$ cat config.mk
export PLATFORM = sky130hd
export DESIGN_NAME = proc_fetch_seq
export DESIGN_NICKNAME = d
export VERILOG_FILES = /design/src/rtl/proc_fetch_seq.sv
export SDC_FILE = /design/constraint.sdc
export NUM_CORES = 1
export LEC_CHECK = 0
export CORE_AREA = 2 2 81 83
export DETAILED_ROUTE_END_ITERATION = 7
export DIE_AREA = 0 0 83 85
export PLACE_DENSITY = 0.56
export SLEW_MARGIN = 40
export SYNTH_ARGS = -nofsm -noshare
export SYNTH_HDL_FRONTEND = slang
export SYNTH_SLANG_ARGS = --single-unit
$ cat constraint.sdc
create_clock -name Clock -period 3.5 [get_ports Clock]
set_clock_uncertainty 0.15 [all_clocks]
set_input_delay 0.7 -clock Clock [delete_from_list [all_inputs] [get_ports Clock]]
set_output_delay 0.7 -clock Clock [all_outputs]
set_load 0.005 [all_outputs]
$ cat src/rtl/proc_fetch_seq.sv
// Instruction fetch sequencer: fetches words from a synchronous program memory, pulses Run and waits for Done.
// Optional watchdog (Done timeout -> Err, HALTED) is built when SEQ_WATCHDOG_EN is defined.
module proc_fetch_seq #(
  parameter int AW         = 5,
  parameter int START_ADDR = 0
) (
  input  logic          Clock,
  input  logic          Resetn,
  input  logic          Start,
  input  logic          Stop,
  output logic [AW-1:0] MemAddr,
  output logic          MemRd,
  input  logic [8:0]    MemQ,
  output logic [8:0]    DIN,
  output logic          Run,
  input  logic          Done,
  output logic [AW-1:0] PC,
  output logic          Busy,
  output logic          Halted,
  output logic          Err
);

  localparam logic [2:0] OP_MVI  = 3'b001;
  localparam logic [2:0] OP_HALT = 3'b111;

  typedef enum logic [2:0] {
    S_IDLE, S_F_INS, S_W_INS, S_F_IMM, S_W_IMM, S_ISSUE, S_EXEC, S_HALTED
  } state_t;

  state_t        state, state_d;
  logic [AW-1:0] pc_d;
  logic [8:0]    ins_q, ins_d;
  logic [8:0]    imm_q, imm_d;
  logic          stop_q, stop_d;
  logic          stop_now;

`ifdef SEQ_WATCHDOG_EN
  logic [2:0]    wd_q, wd_d;
  logic          err_q, err_d;
  assign Err = err_q;
`else
  assign Err = 1'b0;
`endif

  always_comb begin
    // NOTE: every variable gets a default before the case so no path can infer a latch.
    state_d  = state;
    pc_d     = PC;
    ins_d    = ins_q;
    imm_d    = imm_q;
    stop_d   = stop_q;
    stop_now = stop_q | Stop;
`ifdef SEQ_WATCHDOG_EN
    wd_d     = wd_q;
    err_d    = err_q;
`endif
    if (state != S_IDLE && state != S_HALTED && Stop) stop_d = 1'b1;

    case (state)
      S_IDLE:  if (Start && !Stop) state_d = S_F_INS;
      S_F_INS: state_d = S_W_INS;
      S_W_INS: begin
        ins_d = MemQ;
        if (MemQ[8:6] == OP_MVI) begin
          state_d = S_F_IMM;
        end else if (MemQ[8:6] == OP_HALT) begin
          pc_d    = PC + AW'(1);
          state_d = S_HALTED;
        end else if (MemQ[8]) begin
          // NOPs are an instruction boundary, so a pending stop is honoured here too
          pc_d    = PC + AW'(1);
          state_d = stop_now ? S_IDLE : S_F_INS;
        end else begin
          state_d = S_ISSUE;
        end
      end
      S_F_IMM: state_d = S_W_IMM;
      S_W_IMM: begin
        imm_d   = MemQ;
        state_d = S_ISSUE;
      end
      S_ISSUE: begin
        state_d = S_EXEC;
`ifdef SEQ_WATCHDOG_EN
        wd_d    = '0;
`endif
      end
      S_EXEC: begin
        if (Done) begin
          pc_d    = PC + ((ins_q[8:6] == OP_MVI) ? AW'(2) : AW'(1));
          state_d = stop_now ? S_IDLE : S_F_INS;
        end
`ifdef SEQ_WATCHDOG_EN
        else if (wd_q == 3'd3) begin
          err_d   = 1'b1;
          state_d = S_HALTED;
        end else begin
          wd_d    = wd_q + 3'd1;
        end
`endif
      end
      S_HALTED: begin
        if (Start) begin
          state_d = S_F_INS;
`ifdef SEQ_WATCHDOG_EN
          err_d   = 1'b0;
`endif
        end
      end
      default: state_d = S_IDLE;
    endcase

    if (state_d == S_IDLE) stop_d = 1'b0;
  end

  // Outputs are registered from the next-state values so they line up with the state they describe.
  always_ff @(posedge Clock) begin
    // NOTE: reset is sampled synchronously and all state uses non-blocking assignments.
    if (!Resetn) begin
      state   <= S_IDLE;
      PC      <= AW'(START_ADDR);
      MemAddr <= AW'(START_ADDR);
      MemRd   <= 1'b0;
      ins_q   <= '0;
      imm_q   <= '0;
      stop_q  <= 1'b0;
      DIN     <= '0;
      Run     <= 1'b0;
      Busy    <= 1'b0;
      Halted  <= 1'b0;
`ifdef SEQ_WATCHDOG_EN
      wd_q    <= '0;
      err_q   <= 1'b0;
`endif
    end else begin
      state   <= state_d;
      PC      <= pc_d;
      ins_q   <= ins_d;
      imm_q   <= imm_d;
      stop_q  <= stop_d;
      MemRd   <= (state_d == S_F_INS) || (state_d == S_F_IMM);
      MemAddr <= (state_d == S_F_IMM) ? pc_d + AW'(1) : pc_d;
      DIN     <= (state_d == S_EXEC && ins_d[8:6] == OP_MVI) ? imm_d : ins_d;
      Run     <= (state_d == S_ISSUE);
      Busy    <= (state_d != S_IDLE) && (state_d != S_HALTED);
      Halted  <= (state_d == S_HALTED);
`ifdef SEQ_WATCHDOG_EN
      wd_q    <= wd_d;
      err_q   <= err_d;
`endif
    end
  end

endmodule

==> results.json <==
{
  "grt_antenna_before_repair": 0,
  "endpoint_kind": "flip-flop",
  "rsz0062_at_grt": "false",
  "place.port_buffers": 36,
  "final_layout_size_suffix_gt1_frac": 0.0813,
  "multi_input_area_um2": 956,
  "tritoncts": "yes",
  "clk_pin_slew_ns": 0.08,
  "die-area_mm2": 0.00706,
  "synth-edff-count": 0,
  "synth_seq_cells": 45,
  "clockRootBuffer": "clkbuf_8",
  "setup_tns_ns": 0,
  "critPathRequiredTime_ns": 3.54,
  "std_cell_rows": 29,
  "drtIter0Drc": 89,
  "drc_errors": 0,
  "final_cell_mix": "dfxtp_1, clkdlybuf4s50_1, nor2_1",
  "dp_hpwl_um": 2980,
  "syn_to_final_growth_pct": 27.9,
  "cp.arrival_ns": 2.83,
  "tightest_slew_ns": 0.590,
  "hold_viol": 0,
  "cap_violations": 0,
  "p_leak_nw": 0.943,
  "core-area_mm2": 0.00620,
  "wl_per_cell_um": 12.8,
  "start_util": 0.314,
  "seqCellArea_um2": 901,
  "grt_pass1_vias": 1436,
  "grt_start_max_net_pins": 18,
  "grt-ovfl-total": 0,
  "ir_drop_mv": 0.287,
  "cts_buffer_depth": 2,
  "layout_commonest_cell": "dfxtp_1",
  "postCtsHoldBufs": 0,
  "clock_sinks": 45,
  "dpl_worst_slack_ns": 0.407,
  "via_count": 1536,
  "routed_wl_um": 4130,
  "ant_nets": 0,
  "hold_path_class": "flip-flop to flip-flop",
  "numCtsBuffers": 5,
  "ys_seq_area_frac": 0.463,
  "fmax_ghz": 0.357,
  "cts_setup_buffers": 0,
  "die_w_um": 83,
  "num-nets-final": 264,
  "slew_viol_final": 0,
  "period_share": 0.800,
  "insertion_delay_ns": 0.29,
  "diodes": 0,
  "die_y_um": 85,
  "num_io_pins": 38,
  "synthArstFlopShare": 0,
  "outcome": "finished clean",
  "syn_area_per_cell_um2": 9.45,
  "path_class": "input pin to flip-flop",
  "synthCells": 206,
  "mappedNetlistArea_mm2": 0.00195,
  "synth.distinct_cells": 46,
  "fillers": 626,
  "htreeDepth": 2,
  "firstDrtPassIters": 4,
  "crit_fanout": 9,
  "synth_nets": 225,
  "p_per_area_mw_per_mm2": 401,
  "yosysWarnings": 0,
  "ys.flop_type": "dfxtp_1",
  "setup-violations-final": 0,
  "fin_util": 0.401,
  "period_needed_ns": 2.80,
  "grt_usage": 0.120,
  "cts_resized": 0,
  "relSlewSlack": 0.606,
  "gp_congestion": 0.768,
  "finalWorstSetupSlack_ns": 0.701,
  "viasPerCell": 4.76,
  "cp-start-kind": "input pin",
  "grt_pass1_wl_um": 6850
}
[critical path, stage by stage]
cell and delay, ns:
clkdlybuf4s50_1 0.57, and4bb_2 0.36, nor2_1 0.16, a221o_1 0.23, ha_1 0.16, nand2_1 0.08, nor3b_1 0.21, mux2_2 0.35
[synthesized netlist by cell type (4+ instances only)]
cell     count  share of area
dfxtp_1     45           0.46
nor2_1      27          0.052
nand2_1     22          0.042
a21oi_1     15          0.039
mux2i_1     10          0.051
inv_1        7          0.013
mux2_1       7          0.040
and2_1       5          0.016
xnor2_1      5          0.022
ha_1         4          0.026
[power by group]
group          internal (mW)  switching, mW
clock                  0.178          0.163
combinational         0.0596         0.0528
sequential             0.530         0.0147
total                  0.768          0.230
[layout make-up]
class / instances / share of cell area
inverters: 8 / 0.0121
multi-input cells: 143 / 0.384
clock buffers: 7 / 0.0387
repair buffers: 42 / 0.163
well taps: 77 / 0.0387
clock inverters: 1 / 0.00201
flip-flops and latches: 45 / 0.362
[registers in the layout, summed over array words and instances, names as in the netlist, 3 cells and up]
register  count
DIN           9
imm_q         9
ins_q         9
MemAddr       5
PC            5
state         3
[kinds of logic after synthesis]
group | synth area share
fa+ha+maj | 0.0360
other cells | 0.00193
buf+inv | 0.0463
simple gates | 0.217
compound gates | 0.116
flops | 0.463
mux | 0.0977
xor+xnor | 0.0225
[metal layers]
metal,up-vias,part of all wire,GRT usage
met3,5,0.044,0.0331
met1,704,0.51,0.166
met5,-,0,0
met2,43,0.43,0.180
li1,784,-,-
met4,0,0.014,0.0447
[final timing paths]
kind                 start          to  slack (ns)  cells after the start
hold reg to reg   ins_q[2]    ins_q[2]        0.31                      2
hold / removal    ins_q[2]    ins_q[2]        0.31                      2
setup reg to reg  state[1]      DIN[2]        0.83                      5
setup / recovery   MemQ[8]  MemAddr[4]        0.70                      8
[stage by stage]
step,hold slack [ns],instance area [um^2],cells,total power [mW]
6_report,0.312,2490,323,0.998
5_1_grt,0.332,2490,323,1.05
4_1_cts,0.313,2490,323,1.01
3_5_place_dp,0.303,2390,315,0.669
3_3_place_gp,0.294,2390,315,0.669
2_1_floorplan,0.284,1950,206,0.619
(Power assumes the default switching activity.)
